### src/rtl/crtc_pkg.sv
// Shared definitions for the CRTC access arbiter.
//   crtc_state_t : arbiter sequencing states
//   crtc_wr_t    : one queued ASIC register write {addr, data}
//   FIFO_DEPTH / REG_W / DATA_W / PTR_W / LEVEL_W : sizing constants
package crtc_pkg;

  localparam int FIFO_DEPTH = 4;
  localparam int REG_W      = 5;
  localparam int DATA_W     = 8;
  localparam int PTR_W      = 2;  // log2(FIFO_DEPTH)
  localparam int LEVEL_W    = 3;  // holds 0..FIFO_DEPTH without wrapping

  typedef enum logic [1:0] {
    ST_IDLE    = 2'd0,
    ST_SEL     = 2'd1,
    ST_DATA    = 2'd2,
    ST_RESTORE = 2'd3
  } crtc_state_t;

  typedef struct packed {
    logic [REG_W-1:0]  addr;
    logic [DATA_W-1:0] data;
  } crtc_wr_t;

endpackage

### src/rtl/crtc_wr_fifo.sv
// Four-entry write-request FIFO for the CRTC access arbiter.
//   CLOCK, nRESET : clock, asynchronous active-low reset (clears to empty)
//   push, wdata   : enqueue wdata on the edge when push=1 and not full
//   pop, rdata    : rdata is the head entry; pop removes it (ignored when empty)
//   full, empty   : occupancy flags
//   level         : entry count 0..FIFO_DEPTH
// No bypass: a pushed entry becomes visible at rdata one cycle later.
module crtc_wr_fifo
  import crtc_pkg::*;
(
  input  logic               CLOCK,
  input  logic               nRESET,
  input  logic               push,
  input  crtc_wr_t           wdata,
  input  logic               pop,
  output crtc_wr_t           rdata,
  output logic               full,
  output logic               empty,
  output logic [LEVEL_W-1:0] level
);

  crtc_wr_t           mem [FIFO_DEPTH];
  logic [PTR_W-1:0]   wr_ptr;
  logic [PTR_W-1:0]   rd_ptr;
  logic               do_push;
  logic               do_pop;

  assign full    = (level == LEVEL_W'(FIFO_DEPTH));
  assign empty   = (level == '0);
  assign do_push = push & ~full;
  assign do_pop  = pop & ~empty;
  assign rdata   = mem[rd_ptr];

  // Storage carries no reset; entries are only read once written.
  always_ff @(posedge CLOCK) begin
    if (do_push) mem[wr_ptr] <= wdata;
  end

  always_ff @(posedge CLOCK or negedge nRESET) begin
    if (!nRESET) begin
      wr_ptr <= '0;
      rd_ptr <= '0;
      level  <= '0;
    end else begin
      if (do_push) wr_ptr <= wr_ptr + 1'b1;
      if (do_pop)  rd_ptr <= rd_ptr + 1'b1;
      // Simultaneous push and pop leaves the level unchanged.
      case ({do_push, do_pop})
        2'b10:   level <= level + 1'b1;
        2'b01:   level <= level - 1'b1;
        default: level <= level;
      endcase
    end
  end

endmodule

### src/rtl/crtc_access_arbiter.sv
// Shares the CRTC register port between the CPU and queued ASIC writes.
//   CLOCK, nRESET      : clock, asynchronous active-low reset
//   CLKEN              : character clock enable; one ASIC bus slot per pulse
//   arb_en             : ASIC access enabled
//   cpu_en/ncs/rnw/rs/di : CPU bus, passed straight through when active
//   asic_wr_valid/ready/reg/data : ASIC write request (valid/ready)
//   crtc_enable/ncs/rnw/rs/do : CRTC bus
//   busy, fifo_level, commit : status (commit pulses in the data-write slot)
//   fsm_state          : current sequencing state, for observation
//
// Handshake: a request transfers on a CLOCK edge where asic_wr_valid and
// asic_wr_ready are both 1. The requester must hold valid and its payload
// stable until that edge; ready never depends on valid.
//
// Each ASIC entry is written as: select reg (rs=0), write data (rs=1), then
// the CPU's last select is restored (rs=0) so the CPU never notices. Back-to-
// back entries skip the restore until the queue drains.
module crtc_access_arbiter
  import crtc_pkg::*;
(
  input  logic               CLOCK,
  input  logic               nRESET,
  input  logic               CLKEN,
  input  logic               arb_en,
  input  logic               cpu_en,
  input  logic               cpu_ncs,
  input  logic               cpu_rnw,
  input  logic               cpu_rs,
  input  logic [DATA_W-1:0]  cpu_di,
  input  logic               asic_wr_valid,
  output logic               asic_wr_ready,
  input  logic [REG_W-1:0]   asic_wr_reg,
  input  logic [DATA_W-1:0]  asic_wr_data,
  output logic               crtc_enable,
  output logic               crtc_ncs,
  output logic               crtc_rnw,
  output logic               crtc_rs,
  output logic [DATA_W-1:0]  crtc_do,
  output logic               busy,
  output logic [LEVEL_W-1:0] fifo_level,
  output logic               commit,
  output crtc_state_t        fsm_state
);

  crtc_state_t       state;
  logic [REG_W-1:0]  shadow;
  logic [REG_W-1:0]  hold_reg;
  logic [DATA_W-1:0] hold_data;

  logic     cpu_act;
  logic     cpu_sel_wr;
  logic     step;
  logic     data_done;
  logic     push;
  logic     pop;
  logic     fifo_full;
  logic     fifo_empty;
  crtc_wr_t fifo_head;
  crtc_wr_t fifo_in;

  assign cpu_act    = cpu_en & ~cpu_ncs;
  assign cpu_sel_wr = cpu_act & ~cpu_rnw & ~cpu_rs;
  // The CPU owns every slot it is active in; ASIC only uses idle CLKEN slots.
  assign step       = CLKEN & ~cpu_act & (state != ST_IDLE);
  assign data_done  = step & (state == ST_DATA);

  assign asic_wr_ready = arb_en & ~fifo_full;
  assign push          = asic_wr_valid & asic_wr_ready;
  assign fifo_in       = '{addr: asic_wr_reg, data: asic_wr_data};
  // Load the next entry from IDLE, or chain directly after a data write.
  assign pop           = arb_en & ~fifo_empty & ((state == ST_IDLE) | data_done);

  assign busy      = (state != ST_IDLE) | ~fifo_empty;
  assign commit    = data_done;
  assign fsm_state = state;

  crtc_wr_fifo u_fifo (
    .CLOCK  (CLOCK),
    .nRESET (nRESET),
    .push   (push),
    .wdata  (fifo_in),
    .pop    (pop),
    .rdata  (fifo_head),
    .full   (fifo_full),
    .empty  (fifo_empty),
    .level  (fifo_level)
  );

  always_ff @(posedge CLOCK or negedge nRESET) begin
    if (!nRESET) begin
      state     <= ST_IDLE;
      shadow    <= '0;
      hold_reg  <= '0;
      hold_data <= '0;
    end else begin
      if (cpu_sel_wr) shadow <= cpu_di[REG_W-1:0];
      if (pop) begin
        hold_reg  <= fifo_head.addr;
        hold_data <= fifo_head.data;
      end
      case (state)
        ST_IDLE:    if (pop) state <= ST_SEL;
        ST_SEL:     if (step) state <= ST_DATA;
        ST_DATA: begin
          // A CPU select in between would redirect our data write, so the
          // select is issued again with the held entry.
          if (cpu_sel_wr)  state <= ST_SEL;
          else if (step)   state <= pop ? ST_SEL : ST_RESTORE;
        end
        ST_RESTORE: if (step) state <= ST_IDLE;
        default:    state <= ST_IDLE;
      endcase
    end
  end

  always_comb begin
    crtc_enable = 1'b0;
    crtc_ncs    = 1'b1;
    crtc_rnw    = 1'b1;
    crtc_rs     = 1'b0;
    crtc_do     = '0;
    if (cpu_act) begin
      crtc_enable = cpu_en;
      crtc_ncs    = cpu_ncs;
      crtc_rnw    = cpu_rnw;
      crtc_rs     = cpu_rs;
      crtc_do     = cpu_di;
    end else if (step) begin
      crtc_enable = 1'b1;
      crtc_ncs    = 1'b0;
      crtc_rnw    = 1'b0;
      case (state)
        ST_SEL: begin
          crtc_rs = 1'b0;
          crtc_do = {{(DATA_W-REG_W){1'b0}}, hold_reg};
        end
        ST_DATA: begin
          crtc_rs = 1'b1;
          crtc_do = hold_data;
        end
        ST_RESTORE: begin
          crtc_rs = 1'b0;
          crtc_do = {{(DATA_W-REG_W){1'b0}}, shadow};
        end
        default: begin
          crtc_rs = 1'b0;
          crtc_do = '0;
        end
      endcase
    end
  end

endmodule

### config.mk
export PLATFORM = sky130hd
export DESIGN_NAME = crtc_access_arbiter
export DESIGN_NICKNAME = d
export VERILOG_FILES = /design/src/rtl/crtc_pkg.sv /design/src/rtl/crtc_wr_fifo.sv /design/src/rtl/crtc_access_arbiter.sv
export SDC_FILE = /design/constraint.sdc
export NUM_CORES = 1
export LEC_CHECK = 0
export ABC_AREA = 1
export CAP_MARGIN = 20
export CORE_AREA = 2 2 103 105
export DETAILED_ROUTE_END_ITERATION = 6
export DIE_AREA = 0 0 105 107
export PLACE_DENSITY = 0.56
export SYNTH_ARGS = -nofsm -noshare
export SYNTH_HDL_FRONTEND = slang
export SYNTH_SLANG_ARGS = --single-unit
### constraint.sdc
create_clock -name CLOCK -period 5.7 [get_ports CLOCK]
set_input_delay 1.71 -clock CLOCK [delete_from_list [all_inputs] [get_ports CLOCK]]
set_output_delay 1.71 -clock CLOCK [all_outputs]
set_load 0.01 [all_outputs]
==> metrics.cfg, run 1 <==
[timing]
worstMarginPinSlew_ns=0.865
max-slew-margin-rel=0.423
holdWs_ns=0.490
hold_viol=0
finClkSkew_ns=0.00761
post-route-period-util=0.923
fmax_ghz=0.190
setup_violations=0
rsz0062_at_grt=false
slew_viol_final=0
setup_tns_ns=0
period_minus_slack_ns=5.26

[clock_tree]
ctsHoldBuffers=0
cts_buffers=9
cts_tree=built
cts-resized-gates=0
clockBufferDepth=2
clk_latency_ns=0.35
ctsRootBufferMaster=clkbuf_8
cts.sinks=79
cts_setup_buffers=0
h-tree-depth=3
clk_pin_slew_ns=0.08

[floorplanning]
die_y_um=107
ioPinCount=50
core_mm2=0.0101
dieArea_mm2=0.0112
rows=37
initial_core_util=0.340
dieWidth_um=105

[route]
avgViaCountPerCell=4.63
drcViolationCount=0
drt_iter0_drc=118
detail-route-antenna-nets=0
routed_wl_mm=6.83
dr.pass1.iters=4
vias=2422
wl_per_cell_um=13.0

[status]
status=completed

[layout]
drive_gt1_frac=0.0775
final_nets=418
layout_top_registers=u_fifo.mem: 52 flops, hold_data: 8 flops
syn2layout_area_growth_pct=24.5
fin_util=0.423
final_common_cell=nand2_1
design_area_mm2=0.00427
regMostFlops=u_fifo.mem
layout.cells.most_common_list=nand2_1 (78), edfxtp_1 (52), clkdlybuf4s50_1 (49), o21ai_0 (39), nor2_1 (38)
largest_reg_flops=52
antennaDiodeCount=0

[global_route]
grt_usage=0.128
antenna_found_initial=0
globalRouteOverflowTotal=0
grt_pass1_wl_mm=11.1
grt_pass1_vias=2310
grt_max_degree=29

[worst_setup_path]
worstPathArrival_ns=3.55
end_kind=primary output
path_max_fanout=9
crit_required_ns=3.99
critPathKind=input port to primary output
critPathLaunchType=input port

[yosys]
synth.distinct_cells=30
ys_warn_count=0
syn_area_per_cell_um2=10.5
yosysSeqAreaShare=0.652
synthesis.nets=363
syn_inst=327
syn_area_mm2=0.00343
synth-seq-cells=79

[power_and_ir_drop]
ir_drop_mv=0.117
p_sw_frac=0.367
intPower_mw=1.20
p_switching_mw=0.697
power_frac_comb=0.336
p_leak_nw=1.72
clockPowerShare=0.219
power_frac_seq=0.445
cellPowerDensity_mw_per_mm2=445

[placement]
place_area_mm2=0.00407
hpwl_mm=4.59
finalWeightedCongestion=0.761
port_buffers=49

[hold_path]
hp-class=flip-flop to flip-flop

[run]
cap_violations=0

## kinds of logic after synthesis
logic type / share of synthesized area
AOI/OAI and AO/OA: 0.0992
and+or+nand+nor: 0.159
DFF: 0.652
xor gates and xnor gates: 0.0102
adders and majority gates: 0.0241
buffers and inverters: 0.0558
## synth_stat cells, drive strengths merged
cell    number  share of area
a21boi       1         0.0022
a21oi        4         0.0058
a22o         3         0.0077
and2         1         0.0018
buf          8          0.016
clkbuf       2         0.0022
clkinv       1         0.0026
dfrtp       27           0.20
edfxtp      52           0.46
fa           1         0.0058
ha           5          0.018
inv         32          0.035
nand2       81          0.092
nand3       10          0.016
nand4        1         0.0018
nor2        40          0.047
o21ai       41          0.060
o22ai       13          0.024
xnor2        1         0.0026
xor2         3         0.0077
## per-stage QoR
stage	power [mW]	worst slack, ns	cells
2_1_floorplan	1.27	1.57	327
3_3_place_gp	1.49	0.516	507
3_5_place_dp	1.51	0.451	507
4_1_cts	1.92	0.445	523
5_1_grt	2.04	0.275	523
6_report	1.90	0.437	523
## per-layer routing
metal	track usage	routed length (um)	vias to the layer above	part of all wire
met3	0.0407	429	13	0.063
met5	0	0	-	0
li1	-	-	1202	-
met4	0.0619	161	0	0.024
met1	0.166	3290	1137	0.48
met2	0.193	2940	70	0.43
## power by group through the flow
stage                     combinational, mW  sequential, mW  clock [mW]
after floorplan                       0.462           0.809           0
after global placement                0.638           0.856           0
after detailed placement              0.646           0.860           0
after global routing                  0.730           0.864       0.450
final                                 0.638           0.845       0.417
after CTS                             0.649           0.847       0.427
## path summary, 6_finish.rpt
path | startpoint | to | slack, ns | depth (start not counted)
worst max-delay path | cpu_ncs | crtc_do[1] | 0.44 | 8
worst min-delay path | hold_data[7] | hold_data[7] | 0.49 | 2
worst min register to register | hold_data[7] | hold_data[7] | 0.49 | 2
worst max register to register | fsm_state[0] | u_fifo.level[2] | 3.38 | 11
min in group asynchronous | nRESET | fsm_state[0] | 1.74 | 2
max in group asynchronous | nRESET | hold_reg[2] | 3.70 | 2
## final cells by class
type | count | area [um2]
fillers | 1011 | 5820
flip-flops and latches | 79 | 2240
multi-input cells | 205 | 1000
repair buffers | 54 | 528
clock inverters | 7 | 80.1
clock buffers | 9 | 124
inverters | 33 | 129
well taps | 136 | 170
## critical path, cell delays in order
cell             delay [ns]
clkdlybuf4s50_1        0.49
inv_1                  0.05
nand2_1                0.22
nand3_1                0.14
inv_1                  0.21
nand2_1                0.09
o21ai_0                0.08
clkdlybuf4s50_1        0.56
Note: power is estimated with default switching activity, not from simulation.
==> inputs of run 2 (changes only) <==
--- a/config.mk
+++ b/config.mk
@@ -14,3 +14,4 @@
 export SYNTH_ARGS = -nofsm -noshare
 export SYNTH_HDL_FRONTEND = slang
 export SYNTH_SLANG_ARGS = --single-unit
+export TNS_END_PERCENT = 100
==> results of run 2 <==
The final DEF is identical to that of run 1; final timing and power are the same.
==> inputs of run 3 (changes only) <==
--- a/config.mk
+++ b/config.mk
@@ -10,6 +10,7 @@
 export CORE_AREA = 2 2 103 105
 export DETAILED_ROUTE_END_ITERATION = 6
 export DIE_AREA = 0 0 105 107
+export GPL_TIMING_DRIVEN = 0
 export PLACE_DENSITY = 0.56
 export SYNTH_ARGS = -nofsm -noshare
 export SYNTH_HDL_FRONTEND = slang
==> run 3 against run 2 <==
Effect of this change:
- via count increased by 1.8%
- final area increased by 2.4%
- routed wire length rose by 7.4%
- hold slack got worse by 0.00053 ns
- sequential cell count unchanged
- cell count increased by 1.9%
- critical endpoint is now crtc_do[2]
==> metrics.cfg, run 3 (synthesized netlist as in run 1, its figures left out) <==
[layout]
n_fill_cell=1013  ; +0.20%
antennaDiodeCount=0  ; unchanged
syn2layout_area_growth_pct=27.5
drive_gt1_frac=0.0907  ; +0.0132
layout_top_registers=u_fifo.mem: 52 flops, hold_data: 8 flops
layout.cells.most_common_list=nand2_1 (78), edfxtp_1 (52), clkdlybuf4s50_1 (49), o21ai_0 (39), nor2_1 (38)
final_nets=428  ; +2.4%
design_area_mm2=0.00437  ; +2.4%
largest_reg_flops=52  ; unchanged
regMostFlops=u_fifo.mem
final_common_cell=nand2_1

[status]
status=completed

[worst_setup_path]
crit_required_ns=3.99  ; about the same
critPathLaunchType=input port
slowest_delay_ns=0.56  ; about the same
end_kind=primary output
cp_top_family=buffers and inverters
worstPathArrival_ns=3.54  ; about the same
path_max_fanout=9  ; unchanged
r2r_slack_ns=3.36  ; -0.02 ns
critPathSlowestCell=clkdlybuf4s50_1
cp_cell_sequence=clkdlybuf4s50_1, inv_1, nand2_1, nand3_1, inv_1, nand2_1, o21ai_0, clkdlybuf4s50_1
path_buf_inv=4  ; unchanged
critPathKind=input port to primary output

[floorplanning]
ioPinCount=50  ; unchanged
dieWidth_um=105  ; unchanged
rows=37  ; unchanged
die_y_um=107  ; unchanged
dieArea_mm2=0.0112  ; unchanged
core_mm2=0.0101  ; unchanged
initial_core_util=0.340  ; unchanged

[clock_tree]
cts_setup_buffers=0  ; unchanged
clockBufferDepth=2  ; unchanged
ctsRootBufferMaster=clkbuf_8
ctsHoldBuffers=0  ; unchanged
clk_pin_slew_ns=0.10  ; +0.02 ns
clk_latency_ns=0.36  ; about the same
cts.sinks=79  ; unchanged
h-tree-depth=3  ; unchanged
cts_tree=built
cts-resized-gates=0  ; unchanged
cts_buffers=9  ; unchanged

[hold_path]
hp-class=flip-flop to flip-flop

[power_and_ir_drop]
cellPowerDensity_mw_per_mm2=451  ; +1.4%
clockPowerShare=0.223  ; +0.004
ir_drop_mv=0.164  ; +41%
p_sw_frac=0.372  ; +0.00492
power_frac_comb=0.368  ; +0.032
intPower_mw=1.24  ; +3.1%
p_switching_mw=0.733  ; +5.3%
p_leak_nw=1.78  ; +3.2%
finalPower_mw=1.97  ; +3.9%
power_frac_seq=0.409  ; -0.036

[placement]
finalWeightedCongestion=0.745  ; -2.1%
port_buffers=49  ; unchanged
hpwl_mm=5.39  ; +17%
place_area_mm2=0.00416  ; +2.4%

[global_route]
grt_pass1_wl_mm=12.0  ; +8.0%
grt_pass1_vias=2496  ; +8.1%
globalRouteOverflowTotal=0  ; unchanged
grt_usage=0.138  ; +0.0104
grt_max_degree=19  ; -34%
antenna_found_initial=0  ; unchanged

[timing]
max-slew-margin-rel=0.489  ; +0.0660
rsz0062_at_grt=false
setup_tns_ns=0  ; unchanged
setup_violations=0  ; unchanged
slew_viol_final=0  ; unchanged
fmax_ghz=0.190  ; +0.23%
finClkSkew_ns=0.0163  ; +0.00865 ns
period_minus_slack_ns=5.25  ; -0.0121 ns
worstMarginPinSlew_ns=0.764  ; -0.102 ns
hold_viol=0  ; unchanged
post-route-period-util=0.921  ; -0.00213

[run]
cap_violations=0  ; unchanged

[route]
detail-route-antenna-nets=0  ; unchanged
dr.pass1.iters=4  ; unchanged
drt_iter0_drc=110  ; -6.8%
drcViolationCount=0  ; unchanged
avgViaCountPerCell=4.63  ; about the same
routed_wl_mm=7.33  ; +7.4%
vias=2466  ; +1.8%
wl_per_cell_um=13.7  ; +5.3%

[run 3: cell types whose count changed in the layout (fill, tap and decap cells not counted), sizes merged]
cell / previous run / this run
buf: 5 / 13
clkbuf: 9 / 11
clkinv: 3 / 2
clkinvlp: 2 / 0
inv: 34 / 37
[run 3: layout make-up]
cell class | count | area (um2) | area share
plain buffers | 10 | 62.6 | 0.0143
well taps | 136 | 170 | 0.0389
clock buffers | 9 | 124 | 0.0283
inverters | 33 | 129 | 0.0295
multi-input cells | 205 | 1000 | 0.229
repair buffers | 54 | 563 | 0.129
flip-flops and latches | 79 | 2240 | 0.512
clock inverters | 7 | 85.1 | 0.0195
[run 3: worst min-delay path, stage by stage, from the launching register on]
cell and delay, ns:
dfrtp_1 0.35, nand2_1 0.06, nand2_1 0.05
[run 3: through the flow]
stage / hold slack, ns / util / std cells / worst slack [ns]
2_1_floorplan: 0.449 / - / 327 / 1.57
3_3_place_gp: 0.468 / 0.405 / 512 / 0.425
3_5_place_dp: 0.470 / 0.413 / 517 / 0.420
4_1_cts: 0.493 / 0.433 / 533 / 0.414
5_1_grt: 0.513 / 0.433 / 533 / 0.234
6_report: 0.489 / 0.433 / 533 / 0.449
[run 3: per-layer routing]
layer / vias to the layer above / wire length [um] / track usage
li1: 1228 / - / -
met4: 0 / 108 / 0.0552
met1: 1155 / 3310 / 0.168
met3: 10 / 414 / 0.0413
met2: 73 / 3500 / 0.230
met5: - / 0 / 0
[run 3: power by group through the flow]
stage                     Combinational, mW  Sequential, mW  Clock [mW]
after floorplan                       0.462           0.809           0
after global placement                0.710           0.819           0
after detailed placement              0.731           0.821           0
after CTS                             0.734           0.808       0.447
after global routing                  0.821           0.822       0.471
final                                 0.727           0.807       0.440
[run 3: final timing paths]
path / startpoint / endpoint / cells past startpoint
worst max-delay path: cpu_ncs / crtc_do[2] / 8
min in group asynchronous: nRESET / fsm_state[0] / 1
worst max register to register: fsm_state[0] / u_fifo.level[2] / 12
max in group asynchronous: nRESET / hold_reg[1] / 2
worst min-delay path: hold_data[7] / hold_data[7] / 2
worst min register to register: hold_data[7] / hold_data[7] / 2
